==> config.mk <==
export PLATFORM = sky130hd
export DESIGN_NAME = sc_lane_shift_ctrl
export DESIGN_NICKNAME = d
export VERILOG_FILES = /design/src/rtl/sc_lane_shift_ctrl.sv
export SDC_FILE = /design/constraint.sdc
export NUM_CORES = 1
export LEC_CHECK = 0
export CELL_PAD_IN_SITES_DETAIL_PLACEMENT = 0
export CELL_PAD_IN_SITES_GLOBAL_PLACEMENT = 1
export CORE_MARGIN = 2
export CORE_UTILIZATION = 40
export DETAILED_ROUTE_END_ITERATION = 12
export GPL_ROUTABILITY_DRIVEN = 0
export PLACE_DENSITY = 0.77
export SETUP_SLACK_MARGIN = 0.02
export SYNTH_ARGS = -nofsm -noshare
export SYNTH_HDL_FRONTEND = slang
export SYNTH_SLANG_ARGS = --single-unit
==> constraint.sdc <==
create_clock -name SC_LANESHIFT_CLOCK_50 -period 2.4 [get_ports SC_LANESHIFT_CLOCK_50]
set_input_delay 0.48 -clock SC_LANESHIFT_CLOCK_50 [delete_from_list [all_inputs] [get_ports SC_LANESHIFT_CLOCK_50]]
set_output_delay 0.48 -clock SC_LANESHIFT_CLOCK_50 [all_outputs]
set_load 0.02 [all_outputs]
==> src/rtl/sc_lane_shift_ctrl.sv <==
// Lane shift sequencer: drives the lane register's clear/load strobes and
// emits one-cycle shift pulses at a level-dependent multiple of the prescaler.
module sc_lane_shift_ctrl #(
   parameter int DATAWIDTH      = 8,
   parameter int PRESCALE       = 2500000,
   parameter int PRESCALE_WIDTH = 22
) (
   input  logic                 SC_LANESHIFT_CLOCK_50,
   input  logic                 SC_LANESHIFT_RESET_InLow,
   input  logic                 SC_LANESHIFT_start_In,
   input  logic                 SC_LANESHIFT_pause_In,
   input  logic                 SC_LANESHIFT_stop_In,
   input  logic [2:0]           SC_LANESHIFT_level_In,
   input  logic                 SC_LANESHIFT_direction_In,
   input  logic [DATAWIDTH-1:0] SC_LANESHIFT_pattern_InBUS,
   output logic                 SC_LANESHIFT_clear_OutLow,
   output logic                 SC_LANESHIFT_load_OutLow,
   output logic [1:0]           SC_LANESHIFT_shiftselection_Out,
   output logic [DATAWIDTH-1:0] SC_LANESHIFT_data_OutBUS,
   output logic                 SC_LANESHIFT_step_OutPulse,
   output logic                 SC_LANESHIFT_running_Out
);

   typedef enum logic [2:0] {
      IDLE  = 3'd0,
      CLEAR = 3'd1,
      LOAD  = 3'd2,
      RUN   = 3'd3,
      PAUSE = 3'd4,
      HOLD  = 3'd5
   } stateType;

   localparam logic [PRESCALE_WIDTH-1:0] prescLast = PRESCALE_WIDTH'(PRESCALE - 1);
   localparam logic [PRESCALE_WIDTH-1:0] prescOne  = PRESCALE_WIDTH'(1);

   stateType                  stateReg, stateNext;
   logic [PRESCALE_WIDTH-1:0] prescReg, prescNext;
   logic [2:0]                stepCntReg, stepCntNext;
   logic [2:0]                levelReg;
   logic                      directionReg;
   logic                      tick;
   logic                      fire;

   always_comb begin
      stateNext = stateReg;
      if (SC_LANESHIFT_start_In) begin
         stateNext = CLEAR;
      end else begin
         case (stateReg)
            IDLE:    stateNext = IDLE;
            CLEAR:   stateNext = LOAD;
            LOAD:    stateNext = RUN;
            RUN: begin
               if (SC_LANESHIFT_stop_In)       stateNext = HOLD;
               else if (SC_LANESHIFT_pause_In) stateNext = PAUSE;
            end
            PAUSE: begin
               if (SC_LANESHIFT_stop_In)        stateNext = HOLD;
               else if (!SC_LANESHIFT_pause_In) stateNext = RUN;
            end
            HOLD:    stateNext = HOLD;
            default: stateNext = IDLE;
         endcase
      end
   end

   // Counters advance on every edge that lands in RUN, so the LOAD cycle is
   // prescaler count 0 and a pulse is always registered into a RUN cycle.
   always_comb begin
      prescNext   = prescReg;
      stepCntNext = stepCntReg;
      tick        = 1'b0;
      fire        = 1'b0;
      if (stateNext == LOAD) begin
         prescNext   = '0;
         stepCntNext = '0;
      end else if (stateNext == RUN) begin
         if (prescReg == prescLast) begin
            prescNext = '0;
            tick      = 1'b1;
         end else begin
            prescNext = prescReg + prescOne;
         end
         // Period is 8-level ticks, so the last count index is 7-level = ~level.
         if (tick) begin
            if (stepCntReg == ~levelReg) begin
               stepCntNext = '0;
               fire        = 1'b1;
            end else begin
               stepCntNext = stepCntReg + 3'd1;
            end
         end
      end
   end

   always_ff @(posedge SC_LANESHIFT_CLOCK_50) begin
      if (!SC_LANESHIFT_RESET_InLow) begin
         stateReg                        <= IDLE;
         prescReg                        <= '0;
         stepCntReg                      <= '0;
         levelReg                        <= '0;
         directionReg                    <= 1'b0;
         SC_LANESHIFT_clear_OutLow       <= 1'b1;
         SC_LANESHIFT_load_OutLow        <= 1'b1;
         SC_LANESHIFT_shiftselection_Out <= 2'b00;
         SC_LANESHIFT_data_OutBUS        <= '0;
         SC_LANESHIFT_step_OutPulse      <= 1'b0;
         SC_LANESHIFT_running_Out        <= 1'b0;
      end else begin
         stateReg   <= stateNext;
         prescReg   <= prescNext;
         stepCntReg <= stepCntNext;
         if (stateReg == CLEAR) begin
            levelReg     <= SC_LANESHIFT_level_In;
            directionReg <= SC_LANESHIFT_direction_In;
         end
         if (stateNext == LOAD) begin
            SC_LANESHIFT_data_OutBUS <= SC_LANESHIFT_pattern_InBUS;
         end
         SC_LANESHIFT_clear_OutLow       <= (stateNext != CLEAR);
         SC_LANESHIFT_load_OutLow        <= (stateNext != LOAD);
         SC_LANESHIFT_shiftselection_Out <= fire ? (directionReg ? 2'b10 : 2'b01) : 2'b00;
         SC_LANESHIFT_step_OutPulse      <= fire;
         SC_LANESHIFT_running_Out        <= (stateNext == RUN);
      end
   end

endmodule

# Word level (Yosys, flattened, before mapping)
# Cells that the tools add are included.
# word_totals
register_bits,46
out_inout_bits,14
elab_cells,45
# classes
add_sub_neg,2
eq_ne,11
muxes,16
bitwise_logic,2
reduce_logical,3
# ops
op,n
$add A22 B1 Y22 const B,1
$eq A22 B22 Y1 const B,1
$mux W22,1
$mux W3,6
$pmux W3 S5,1
$eq A3 B2 Y1 const B,4
$mux W1,7
$eq A3 B3 Y1 const B,2
$reduce_and A2 Y1,2
$add A3 B1 Y3 const B,1
$eq A3 B1 Y1 const B,1
$eq A3 B3 Y1,1
$ne A3 B1 Y1 const B,1
$ne A3 B2 Y1 const B,1
$not A3 Y3,1
$mux W2,1
$reduce_or A2 Y1,1
$not A1 Y1,1

# Depth between registers and ports, before layout
# Gate-level depths: netlist (run 1).
# logic_depth
depth_word,11
depth_mapped,8
ltp_nobuf,6

# Worst setup path after synthesis (run 1)
# Ideal clock, no wire load.
# synth_timing
path_kind,input to register
startpoint,input SC_LANESHIFT_pause_In
endpoint,register prescReg[5]
setup_ns,0.070
arrival_time_ns,1.860
t_required_ns,2.330
slack_ns,0.469
stages,6
path_buffers,1
cell_sequence,nor4b_1 > a211oi_1 > or2_0 > clkbuf_1 > or4_1 > a21oi_1
# synth_between
elab_chain_cells,6
word_cells_on_any_way,9
cone_classes,eq/ne: 2; mux: 6; reduce/logical: 1
# synth_rtl
element,line_no,rtl
from (decl),11,"input logic SC_LANESHIFT_pause_In,"
"$mux W3, on equally long branches","59, 55",
"$mux W3, on equally long branches","58, 54",
$pmux W3 S5 (*),49,case (stateReg)
$mux W3 (*),46,if (SC_LANESHIFT_start_In) begin
$eq A3 B2 Y1,74,if (stateNext == LOAD) begin
$reduce_or A2 Y1 (no source line),n/a,
to (signal assigned),111,prescReg <= prescNext;
to (decl),37,"logic [PRESCALE_WIDTH-1:0] prescReg, prescNext;"
# Every way passes the cells marked *; elsewhere a longest branch is shown, timed or not.
# A chain may end at the register's enable or synchronous reset.

# Worst setup path in the final report (run 1)
# layout_timing
startpoint,register prescReg[6]
endpoint,register prescReg[9]
# layout_between
elab_chain_cells,2
word_cells_on_any_way,3
cone_classes,add/sub: 1; eq/ne: 1; mux: 1
# layout_rtl
element,line_no,rtl
$add A22 B1 Y22 / $eq A22 B22 Y1 (equally long branches),"82, 78",
$mux W22 (*),78,if (prescReg == prescLast) begin
# Marked as above.

==> results of run 1 <==
==> state kept, by name, summed over array words and instances, names as in the netlist <==
name,flops
prescReg,22
SC_LANESHIFT_data_OutBUS,8
levelReg,3
stateReg,3
stepCntReg,3
SC_LANESHIFT_shiftselection_Out,2
SC_LANESHIFT_clear_OutLow,1
SC_LANESHIFT_load_OutLow,1
SC_LANESHIFT_running_Out,1
SC_LANESHIFT_step_OutPulse,1
directionReg,1
==> worst max path at each step <==
stage / from / end / slack [ns] / cells after the start
after floorplan: SC_LANESHIFT_pause_In / prescReg[5] / 0.47 / 6
after global placement: SC_LANESHIFT_pause_In / prescReg[11] / 0.02 / 6
after detailed placement: SC_LANESHIFT_pause_In / prescReg[11] / -0.009 / 6
after CTS: SC_LANESHIFT_pause_In / prescReg[5] / 0.27 / 6
after global routing: prescReg[6] / prescReg[9] / 0.12 / 5
final: prescReg[6] / prescReg[9] / 0.27 / 5
==> layout make-up <==
type	instances	area [sq um]	area share
clock buffers	6	82.6	0.0297
clock inverters	2	60.1	0.0216
inverters	6	22.5	0.00811
multi-input cells	180	1150	0.415
flip-flops and latches	46	921	0.332
well taps	70	87.6	0.0315
repair buffers	50	450	0.162
==> cell usage in the layout, fill, tap and decap left out, drive strengths merged, types with 8 or more instances in the layout <==
master / count
xnor2: 11
nand2: 18
nor3: 8
nand3: 9
clkdlybuf4s50: 30
buf: 20
nor2b: 10
a22o: 8
o21ai: 12
nor2: 21
dfxtp: 46
a21oi: 11
==> metal layers <==
layer  vias up  track usage
met1       894        0.225
met3         6       0.0384
met4         0       0.0518
met2        32        0.295
li1        976            -
met5         -            0
==> worst register-to-register path: cells and delay by family, from the launching register on <==
| family | cells | cell delay [ns] |
|---|---|---|
| flops | 1 | 0.37 |
| simple gates | 3 | 1.24 |
| compound gates | 2 | 0.43 |
==> logic make-up (layout without fill, tap and decap cells) <==
kind of cell | after synthesis | count (layout)
flip-flops | 46 | 46
adder cells (fa/ha/maj) | 2 | 2
AO/OA/AOI/OAI | 48 | 48
XOR/XNOR | 14 | 14
multiplexers | 4 | 4
buffers and inverters | 20 | 64
AND/OR/NAND/NOR | 112 | 112
==> where the power goes <==
part	leakage [nW]	internal, mW	switching [mW]
clock	0.0714	0.444	0.266
sequential	0.372	0.775	0.0101
combinational	0.568	0.0701	0.0634
total	1.01	1.29	0.340
==> through the flow <==
step	hold slack, ns	setup TNS (ns)	power [mW]	utilization	std cells
after detailed placement	0.434	-0.00990	0.937	0.513	352
after global placement	0.416	0	0.937	0.513	352
after global routing	0.480	0	1.69	0.540	360
after CTS	0.447	0	1.65	0.540	360
after floorplan	0.405	0	0.865	-	246
final	0.440	0	1.63	0.540	360
==> impl_metrics.ini, run 1 <==
[setup_path]
worst_path_max_delay_cell = or4bb_1
cp_max_fo = 10
r2r-start = prescReg[6]
cp_cell_sequence = or4bb_1 > nor3_1 > and2_1 > o21ai_0 > a32o_1
crit_required_ns = 2.60
critPathArrivalTime_ns = 2.33
r2r_slack_ns = 0.27
rr_worst_depth = 5
max_stage_delay_ns = 0.53
cp-start-kind = register
r2r_end = prescReg[9]
path_delay_family = simple AND/OR/NAND/NOR gates
crit_type = reg -> reg
worst_setup_path_end_kind = register
critPathBufInv = 0

[floorplan]
initial_core_util = 0.420
die_w_microns = 77.4
die_area_sq_um = 6000
ios = 31
rows = 26
core_area_sq_um = 5140
dieHeight_microns = 77.4

[clock_tree]
clockBufferDepth = 2
numClockSinks = 46
clkLatencyLatePin_ns = 0.30
cts_tree = built
htreeDepth = 2
root_buffer = clkbuf_8
cts_buffers = 5
ctsHoldBuffers = 0
ctsResizeCount = 0
post-cts-setup-buffers = 0
clkTransAtPathRegs_ns = 0.09

[drt]
wl_met1_microns = 2370
drc = 0
num_vias = 1908
vias_per_cell = 5.30
wl_met2_microns = 2250
dr.pass1.iters = 4
wirelength_microns = 4840
wire_per_inst_microns = 13.5
postRouteAntennaNets = 0
top_layer = met4
drt_iter0_markers = 88
wl_met3_microns = 161

[final_layout]
antenna_cells = 0
fin_nets = 308
final_cell_area_sq_um = 2780
area_delta_synth_final_pct = 28.8
drive_gt1_frac = 0.114
n_fill_cell = 503

[logic_synthesis]
yosys.area.top_type = dfxtp_1
yosys-top-cells-count = dfxtp_1, nor2_1, nand2_1
ys_seq_area_frac = 0.427
netlist_area_sq_um = 2160
synth_cell_type_count = 46
synthXorXnorAreaFrac = 0.0568
synthesis.nets = 265
synth_top_flop_cell = dfxtp_1
yosysTopAreaCellShare = 0.427
yosys-top-cells-area = dfxtp_1, xnor2_1, nor2_1
async_flop_share = 0
avgSynthCellArea_sq_um = 8.77
yosys_warnings = 0
synth_top_family_by_area = simple AND/OR/NAND/NOR gates
yosysMostFrequentCell = dfxtp_1
yosys.area_share.adder = 0.0116
synthMuxAreaShare = 0.0186
yosys.area_share.simple = 0.298
syn_inst = 246
synth-seq-cells = 46
synth_edf_count = 0
synth_compound_area_frac = 0.150

[grt]
grt_pass1_vias = 1818
grt_max_degree = 16
grt_usage = 0.175
overflow = 0
antenna_found_initial = 0
grt_pass1_wl_microns = 8510

[placed_design]
preCtsSetupSlack_ns = -0.00907
dp_hpwl_microns = 3500
placed_area_sq_um = 2640
port_buffers = 30

[sta]
slew_violations = 0
rsz0062_at_grt = no
fin_ws_ns = 0.266
fmax_ghz = 0.469
finClkSkew_ns = 0.00915
slew_headroom = 0.680
min_period_ns = 2.13
min_period_over_period = 0.889
tightest_slew_ns = 0.475
hold_viol = 0
setup_viol = 0

[power]
power_density_nw_per_um2 = 587
p_leak_nw = 1.01
worst_ir_drop_vdd_v = 0.000298

[min_path]
min_path_type = reg -> reg
worstHoldPathCells = 1
hp-start = directionReg
holdPathEnd = SC_LANESHIFT_shiftselection_Out[0]

[flow_run]
maxCapViolCount = 0

[outcome]
status = complete, no violations
No activity file was read; power rests on OpenSTA's default activity.
==> inputs of run 2 (changes only) <==
--- a/config.mk
+++ b/config.mk
@@ -7,10 +7,10 @@
 export LEC_CHECK = 0
 export CELL_PAD_IN_SITES_DETAIL_PLACEMENT = 0
 export CELL_PAD_IN_SITES_GLOBAL_PLACEMENT = 1
-export CORE_MARGIN = 2
 export CORE_UTILIZATION = 40
 export DETAILED_ROUTE_END_ITERATION = 12
 export GPL_ROUTABILITY_DRIVEN = 0
+export HOLD_SLACK_MARGIN = 0.12
 export PLACE_DENSITY = 0.77
 export SETUP_SLACK_MARGIN = 0.02
 export SYNTH_ARGS = -nofsm -noshare
==> run 2 against run 1 <==
- sequential power hardly changed
- setup slack worse by 0.019 ns
- largest power group unchanged
- highest routed layer unchanged
- core utilization is 0.95 points lower
- worst hold slack worse by 0.0045 ns
- power is 13% lower
- cell area is 1.8% lower
- clock skew is 0.0030 ns lower
- via count is 0.63% lower
- routed wire length is 1.3% higher
- die area is 5.1% lower
- sequential cell count stayed put
- sequential share of layout area is 0.59 points higher
==> impl_metrics.ini, run 2 (synthesis results as in run 1) <==
[sta]
rsz0062_at_grt = no
setup_viol = 0
fin_tns_setup_ns = 0
hold_viol = 0
fmax_ghz = 0.465
min_period_over_period = 0.897
finClkSkew_ns = 0.00619
tightest_slew_ns = 0.527
slew_violations = 0
min_period_ns = 2.15
slew_headroom = 0.645

[final_layout]
n_fill_cell = 521
regArea_sq_um = 921
area_delta_synth_final_pct = 26.5
final_common_cell = dfxtp_1
fin_util = 0.531
fin_nets = 308
top_register = prescReg
reg_top3 = prescReg: 22 flops, SC_LANESHIFT_data_OutBUS: 8 flops
largest_register_ffs = 22
multiInputGateArea_sq_um = 1150
antenna_cells = 0
drive_gt1_frac = 0.114
final_cell_mix = dfxtp_1, clkdlybuf4s50_1, nor2_1, buf_4, nand2_1

[clock_tree]
ctsHoldBuffers = 0
root_buffer = clkbuf_8
numClockSinks = 46
ctsResizeCount = 0
clockBufferDepth = 2
cts_tree = built
clkTransAtPathRegs_ns = 0.09
clkLatencyLatePin_ns = 0.31
post-cts-setup-buffers = 0
cts_buffers = 5
htreeDepth = 2

[drt]
drc = 0
vias_per_cell = 5.27
postRouteAntennaNets = 0
dr.pass1.iters = 5
wirelength_microns = 4910
drt_iter0_markers = 83
wire_per_inst_microns = 13.6
num_vias = 1896

[flow_run]
maxCapViolCount = 0

[grt]
grt_pass1_vias = 1705
overflow = 0
grt_max_degree = 17
antenna_found_initial = 0
grt_pass1_wl_microns = 8020
grt_usage = 0.189

[power]
clkPwrFrac = 0.351
switching_share = 0.255
power.switching_mw = 0.362
internal_power_mw = 1.06
power_density_nw_per_um2 = 519
worst_ir_drop_vdd_v = 0.000262
p_leak_nw = 0.986
comb_power_share = 0.094
seq_power_share = 0.554

[outcome]
status = complete, no violations

[floorplan]
core_area_sq_um = 5140
dieHeight_microns = 75.4
rows = 26
ios = 31
die_w_microns = 75.4
die_area_sq_um = 5690
initial_core_util = 0.420

[setup_path]
cp_max_fo = 10
crit_required_ns = 2.61
crit_type = reg -> reg
worst_setup_path_end_kind = register
cp-start-kind = register
critPathArrivalTime_ns = 2.36

[min_path]
min_path_type = reg -> reg

[placed_design]
dp_hpwl_microns = 3530
port_buffers = 30
## run 2: final timing paths
check                    start                                  to  slack [ns]  depth (start not counted)
setup reg to reg  prescReg[13]                         prescReg[7]        0.25                          5
hold reg to reg   directionReg  SC_LANESHIFT_shiftselection_Out[0]        0.44                          1
setup / recovery  prescReg[13]                         prescReg[7]        0.25                          5
hold / removal    directionReg  SC_LANESHIFT_shiftselection_Out[0]        0.44                          1
## run 2: area by class of cell
cell class              instances  share of cell area
flip-flops and latches         46               0.337
well taps                      70              0.0321
inverters                       6             0.00825
clock inverters                 3             0.00917
repair buffers                 50               0.165
clock buffers                   5              0.0252
multi-input cells             180               0.423
## run 2: per-stage QoR
stage / setup WS, ns / instance area (sq um) / hold WS, ns / power, mW / instances
floorplan: 0.469 / 2160 / 0.405 / 0.865 / 246
global placement: 0.0121 / 2640 / 0.416 / 0.937 / 352
detailed placement: -0.0151 / 2640 / 0.428 / 0.937 / 352
CTS: 0.252 / 2730 / 0.442 / 1.43 / 360
global route: 0.130 / 2730 / 0.478 / 1.48 / 360
finish: 0.247 / 2730 / 0.436 / 1.42 / 360
## run 2: critical path: stages (launching register included)
cell and delay (ns):
dfxtp_1 0.38, or4bb_1 0.50, nor3_1 0.35, and2_1 0.40, o21ai_0 0.15, a32o_1 0.27
## run 2: layer usage
| metal | vias to the layer above | global-route usage | share of wire |
|---|---|---|---|
| met5 | - | 0 | 0 |
| met4 | 0 | 0.0741 | 0.015 |
| met3 | 6 | 0.0397 | 0.028 |
| met2 | 22 | 0.304 | 0.47 |
| met1 | 887 | 0.248 | 0.48 |
| li1 | 981 | - | - |
## run 2: power by group through the flow
stage / logic [mW] / registers, mW / clock network [mW]
2_1_floorplan: 0.0586 / 0.806 / 0
3_3_place_gp: 0.134 / 0.803 / 0
3_5_place_dp: 0.134 / 0.803 / 0
4_1_cts: 0.135 / 0.785 / 0.514
5_1_grt: 0.145 / 0.787 / 0.551
6_report: 0.134 / 0.785 / 0.498
